`config.mk`:
```
export PLATFORM = sky130hd
export DESIGN_NAME = counter_frame_tx
export DESIGN_NICKNAME = d
export VERILOG_FILES = /design/src/rtl/counter_frame_pkg.sv /design/src/rtl/frame_counter_core.sv /design/src/rtl/counter_frame_tx.sv
export SDC_FILE = /design/constraint.sdc
export NUM_CORES = 1
export LEC_CHECK = 0
export CORE_UTILIZATION = 54
export CTS_CLUSTER_DIAMETER = 40
export DETAILED_ROUTE_END_ITERATION = 6
export GPL_ROUTABILITY_DRIVEN = 0
export PLACE_DENSITY = 0.87
export SLEW_MARGIN = 20
export SYNTH_ARGS = -nofsm -noshare
export SYNTH_HDL_FRONTEND = slang
export SYNTH_SLANG_ARGS = --single-unit
```
`constraint.sdc`:
```
create_clock -name clock -period 2.7 [get_ports clock]
set_input_delay 0.81 -clock clock [delete_from_list [all_inputs] [get_ports clock]]
set_output_delay 0.81 -clock clock [all_outputs]
set_load 0.01 [all_outputs]
```
`src/rtl/counter_frame_pkg.sv`:
```
// Shared definitions for the counter snapshot framer.
// Contents:
//   TAG_*   3-bit beat tags placed in frame_data[7:5]
//   state_e framer FSM states
//   nchunk  number of 5-bit payload chunks needed for a w-bit snapshot
package counter_frame_pkg;

    localparam logic [2:0] TAG_HDR   = 3'b011;
    localparam logic [2:0] TAG_FIRST = 3'b010;
    localparam logic [2:0] TAG_MID   = 3'b001;
    localparam logic [2:0] TAG_LAST  = 3'b100;

    typedef enum logic [1:0] {
        IDLE,
        HDR,
        DATA
    } state_e;

    function automatic int unsigned nchunk(input int unsigned w);
        return (w + 4) / 5;
    endfunction

endpackage

```
`src/rtl/frame_counter_core.sv`:
```
// Up/down counter with synchronous load and enable, plus a registered wrap flag.
// Ports:
//   clock, reset        rising-edge clock, asynchronous active-high reset
//   en, up_down         count enable and direction (1 = up)
//   load, load_val      load has priority over en and never raises wrap
//   count               current counter value
//   wrap                high in the same cycle count shows the wrapped value
module frame_counter_core #(
    parameter int unsigned COUNT_W = 16
) (
    input  logic               clock,
    input  logic               reset,
    input  logic               en,
    input  logic               up_down,
    input  logic               load,
    input  logic [COUNT_W-1:0] load_val,
    output logic [COUNT_W-1:0] count,
    output logic               wrap
);

    logic [COUNT_W-1:0] count_d, count_q;
    logic               wrap_d, wrap_q;

    always_comb begin
        count_d = count_q;
        wrap_d  = 1'b0;
        if (load) begin
            count_d = load_val;
        end else if (en) begin
            if (up_down) begin
                count_d = count_q + COUNT_W'(1);
                wrap_d  = (count_q == {COUNT_W{1'b1}});
            end else begin
                count_d = count_q - COUNT_W'(1);
                wrap_d  = (count_q == '0);
            end
        end
    end

    always_ff @(posedge clock or posedge reset) begin
        if (reset) begin
            count_q <= '0;
            wrap_q  <= 1'b0;
        end else begin
            count_q <= count_d;
            wrap_q  <= wrap_d;
        end
    end

    assign count = count_q;
    assign wrap  = wrap_q;

endmodule

```
`src/rtl/counter_frame_tx.sv`:
```
// Counter with snapshot capture and tagged byte-frame transmitter.
// A snapshot (on snap_req, or on wrap when AUTO_SNAP is set) is sent as a header
// byte {TAG_HDR, seq} followed by NCHUNK data bytes, MSB chunk first.
// Ports:
//   clock, reset              rising-edge clock, asynchronous active-high reset
//   en, up_down, load,
//   load_val                  counter controls (see frame_counter_core)
//   snap_req                  request a snapshot frame
//   count, wrap               counter value and one-cycle wrap pulse
//   frame_data, frame_valid,
//   frame_ready               valid/ready byte stream {tag[2:0], payload[4:0]}
//   busy                      a frame is in progress
//   snap_drop                 one-cycle pulse: trigger arrived while busy and was discarded
module counter_frame_tx
    import counter_frame_pkg::*;
#(
    parameter int unsigned COUNT_W   = 16,
    parameter int unsigned AUTO_SNAP = 1
) (
    input  logic               clock,
    input  logic               reset,
    input  logic               en,
    input  logic               up_down,
    input  logic               load,
    input  logic [COUNT_W-1:0] load_val,
    input  logic               snap_req,
    output logic [COUNT_W-1:0] count,
    output logic               wrap,
    output logic [7:0]         frame_data,
    output logic               frame_valid,
    input  logic               frame_ready,
    output logic               busy,
    output logic               snap_drop
);

    localparam int unsigned NCHUNK = nchunk(COUNT_W);
    localparam int unsigned SNAP_W = NCHUNK * 5;
    localparam int unsigned IDX_W  = (NCHUNK > 1) ? $clog2(NCHUNK) : 1;

    frame_counter_core #(
        .COUNT_W (COUNT_W)
    ) u_core (
        .clock    (clock),
        .reset    (reset),
        .en       (en),
        .up_down  (up_down),
        .load     (load),
        .load_val (load_val),
        .count    (count),
        .wrap     (wrap)
    );

    state_e             state_d, state_q;
    logic [SNAP_W-1:0]  snap_d, snap_q;
    logic [4:0]         seq_d, seq_q;
    logic [IDX_W-1:0]   idx_d, idx_q;
    logic [7:0]         data_d, data_q;
    logic               valid_d, valid_q;
    logic               drop_d, drop_q;
    logic               trig, accept, last_idx;

    // Data beat for chunk idx of the zero-padded snapshot, chunk 0 being the MSBs.
    function automatic logic [7:0] data_beat(input logic [SNAP_W-1:0] snap,
                                             input logic [IDX_W-1:0]  idx);
        logic [SNAP_W-1:0] sh;
        logic [2:0]        tag;
        sh = snap >> (5 * (NCHUNK - 1 - 32'(idx)));
        if (32'(idx) == NCHUNK - 1) begin
            tag = TAG_LAST;
        end else if (idx == '0) begin
            tag = TAG_FIRST;
        end else begin
            tag = TAG_MID;
        end
        return {tag, sh[4:0]};
    endfunction

    assign trig     = snap_req | ((AUTO_SNAP != 0) & wrap);
    assign accept   = valid_q & frame_ready;
    assign last_idx = (32'(idx_q) == NCHUNK - 1);

    always_comb begin
        state_d = state_q;
        snap_d  = snap_q;
        seq_d   = seq_q;
        idx_d   = idx_q;
        data_d  = data_q;
        valid_d = valid_q;
        drop_d  = trig && (state_q != IDLE);
        unique case (state_q)
            IDLE: begin
                if (trig) begin
                    // count is the registered value, so a wrap trigger captures the wrapped value
                    snap_d  = SNAP_W'(count);
                    state_d = HDR;
                    valid_d = 1'b1;
                    data_d  = {TAG_HDR, seq_q};
                end
            end
            HDR: begin
                if (accept) begin
                    state_d = DATA;
                    idx_d   = '0;
                    data_d  = data_beat(snap_q, '0);
                end
            end
            DATA: begin
                if (accept) begin
                    if (last_idx) begin
                        state_d = IDLE;
                        valid_d = 1'b0;
                        data_d  = '0;
                        seq_d   = seq_q + 5'd1;
                    end else begin
                        idx_d  = idx_q + IDX_W'(1);
                        data_d = data_beat(snap_q, idx_q + IDX_W'(1));
                    end
                end
            end
            default: begin
                state_d = IDLE;
                valid_d = 1'b0;
            end
        endcase
    end

    always_ff @(posedge clock or posedge reset) begin
        if (reset) begin
            state_q <= IDLE;
            snap_q  <= '0;
            seq_q   <= '0;
            idx_q   <= '0;
            data_q  <= '0;
            valid_q <= 1'b0;
            drop_q  <= 1'b0;
        end else begin
            state_q <= state_d;
            snap_q  <= snap_d;
            seq_q   <= seq_d;
            idx_q   <= idx_d;
            data_q  <= data_d;
            valid_q <= valid_d;
            drop_q  <= drop_d;
        end
    end

    assign frame_data  = data_q;
    assign frame_valid = valid_q;
    assign busy        = (state_q != IDLE);
    assign snap_drop   = drop_q;

endmodule

```
==> results.json <==
{
  "status": "finished clean",
  "maxSlewViolCount": 0,
  "cts_made_buffers": 5,
  "via_count": 3157,
  "fin_cells": 522,
  "synth_top_area_share_pct": 39.4,
  "synth_area_leaders": "dfrtp_1, ha_1, mux2_2, nand2_1, o21ai_0",
  "clock_sinks": 52,
  "viasPerCell": 6.05,
  "clock_skew_ns": 0.00945,
  "power_w": 0.00355,
  "cts_tree": "done",
  "ant_nets": 0,
  "hold_buffers": 0,
  "p_leak_nw": 1.96,
  "yosysWarnings": 0,
  "fmax_mhz": 390,
  "clock_latency_ns": 0.31,
  "p_per_area_nw_per_um2": 810,
  "busiest_layer": "met2",
  "diodes": 0,
  "die-area_um2": 6440,
  "ys_types": 49,
  "synthMuxAreaShare_pct": 8.52,
  "cp_max_fo": 5,
  "holdCritPathClass": "register to register",
  "timing.critical_path.cells": "clkbuf_2 > clkinvlp_4 > buf_4 > buf_4 > ha_1 > a21oi_1 > o21ai_1 > nor4_2 > mux2i_1 > a211o_1 > nand3_1",
  "core_um2": 5920,
  "die_x_um": 80.2,
  "p_int_w": 0.00217,
  "cts_root_buffer": "clkbuf_8",
  "first_iter_violations": 180,
  "drive_gt1_share_pct": 20.1,
  "pwr-share-clk_pct": 15.2,
  "grt-ovfl-total": 0,
  "swShare_pct": 38.7,
  "synthSimpleGateAreaFrac_pct": 18.2,
  "fin_tns_setup_ns": 0,
  "maxSlewHeadroom_pct": 68.6,
  "drc_errors": 0,
  "cap_viol_max_count": 0,
  "use_met2_pct": 49.6,
  "grt.met1_usage_pct": 33.3,
  "worstPathRequired_ns": 2.96,
  "p_switching_w": 0.00137,
  "synth_xor_area_share_pct": 2.38,
  "yosysTopAreaCell": "dfrtp_1",
  "min_period_over_period_pct": 95.0,
  "hpwl_um": 6050,
  "dp_worst_setup_slack_ns": -0.547,
  "area_growth_pct": 32.5,
  "grt_pass1_wl_um": 14100,
  "synth_top_family_by_area": "compound AO/OA/AOI/OAI gates",
  "path_clk_slew_ns": 0.10,
  "ys_ff_latch": 52,
  "fin_ws_ns": 0.135,
  "crit_arrival_ns": 2.82,
  "synth_nets": 403,
  "synth_compound_area_share_pct": 19.5,
  "antenna_found_initial": 0,
  "synth.most_common_cell": "dfrtp_1",
  "p_comb_share_pct": 49.2,
  "seq_area_frac_synth_pct": 39.4,
  "cp-start-kind": "primary input",
  "worst_slew_pin_slew_ns": 0.470,
  "ys.flop_type": "dfrtp_1",
  "slowest_stage": "ha_1",
  "port_buffers": 50,
  "slowest_delay_ns": 0.31,
  "synth_cells": 357,
  "dp.cells": 509,
  "htree_levels": 2,
  "grt_max_degree": 53,
  "avgRoutedWirePerCell_um": 17.3,
  "synth_adder_area_share_pct": 8.93,
  "synthesis.area_um2": 3310,
  "final_nets": 492,
  "synthArstFlopShare_pct": 100,
  "firstDrtPassIters": 4,
  "rsz0062_at_grt": "false",
  "synth_common_cells": "dfrtp_1, nand2_1, o21ai_0",
  "period_minus_slack_ns": 2.57,
  "peakVddDrop_uv": 504,
  "syn_area_per_cell_um2": 9.26,
  "start_util_pct": 55.8,
  "finalSetupViolCount": 0,
  "critPathMostFrequentCell": "buf_4",
  "drt_wl_total_um": 9020,
  "hold_violations": 0,
  "critical_path_class": "primary input to register",
  "grt_pass1_vias": 3097,
  "row_count": 28,
  "die_y_um": 80.2,
  "seq_power_share_pct": 35.6,
  "cp-end-kind": "register",
  "grtUsageMet3_pct": 4.77,
  "ios": 51,
  "clockBufferDepth": 2,
  "synth_edf_count": 0,
  "grt_usage_pct": 28.4
}
placed cells by master (no fill, tap or decap), drive strengths merged, types with 7 or more instances in the layout:
| cell | instances |
|---|---|
| ha | 22 |
| a31oi | 9 |
| nand2 | 44 |
| o21ai | 37 |
| nor2 | 15 |
| inv | 11 |
| nand3 | 7 |
| mux2i | 9 |
| clkbuf | 7 |
| mux2 | 15 |
| clkdlybuf4s50 | 49 |
| a21oi | 25 |
| nor2b | 11 |
| buf | 47 |
| nand4 | 10 |
| a21o | 7 |
| dfrtp | 52 |
sequential cells by signal (all words and copies together), names as in the netlist:
register      cells
frame_data        8
frame_valid       1
idx_q             2
seq_q             5
snap_drop         1
snap_q           16
state_q           2
u_core.count     16
u_core.wrap       1
critical path, delay by kind of cell:
kind                       cells  cell delay (ns)
adders and majority gates      1             0.31
buffers and inverters          4             0.60
muxes                          1             0.15
AOI/OAI and AO/OA              3             0.58
and+or+nand+nor                2             0.37
stage by stage:
stage               hold slack [ns]  utilization, %  cell area (µm²)
floorplan                     0.438               -             3310
global route                  0.502            74.0             4380
CTS                           0.473            73.1             4330
detailed placement            0.460            70.4             4170
finish                        0.466            74.0             4380
global placement              0.455            70.4             4170
power groups by stage:
stage	logic [W]	registers (W)	clock network [W]
4_1_cts	0.00169	0.00126	0.000543
3_5_place_dp	0.00166	0.00127	0
5_1_grt	0.00191	0.00130	0.000570
2_1_floorplan	0.00107	0.00123	0
3_3_place_gp	0.00160	0.00125	0
6_report	0.00175	0.00126	0.000539
repair_timing:
action	in CTS	in global routing
resized for setup	4	12
setup buffers	5	0
setup endpoints to repair	10	8
endpoints found under the hold margin	0	0
pin swaps	1	1
per-layer routing:
layer	vias to the layer above	wire, µm
met3	42	550
met2	152	4630
li1	1472	-
met5	-	0
met4	0	320
met1	1491	3520
cells by family (layout without fill, tap and decap cells):
| logic type | count (synthesis) | in the layout |
|---|---|---|
| compound gates | 101 | 101 |
| xor+xnor | 9 | 9 |
| fa+ha+maj | 23 | 23 |
| buf+inv | 27 | 117 |
| flops | 52 | 52 |
| mux | 25 | 25 |
| simple gates | 120 | 120 |
worst paths after layout:
path	start	endpoint	slack (ns)	cells after the start
max	up_down	u_core.count[15]$_DFFE_PP0P_	0.13	11
min	seq_q[4]$_DFFE_PP0P_	seq_q[4]$_DFFE_PP0P_	0.47	1
max reg2reg	u_core.count[1]$_DFFE_PP0P_	u_core.count[12]$_DFFE_PP0P_	0.40	8
min reg2reg	seq_q[4]$_DFFE_PP0P_	seq_q[4]$_DFFE_PP0P_	0.47	1
max in group asynchronous	reset	u_core.count[3]$_DFFE_PP0P_	1.59	3
min in group asynchronous	reset	seq_q[2]$_DFFE_PP0P_	0.85	3
layout make-up:
type / instances / area [µm²]
fillers: 397 / 1540
well taps: 75 / 93.8
multi-input cells: 278 / 1970
clock buffers: 6 / 72.6
clock inverters: 2 / 35.0
inverters: 12 / 48.8
repair buffers: 97 / 861
flip-flops and latches: 52 / 1300
Power figures use the tool's default switching activity.
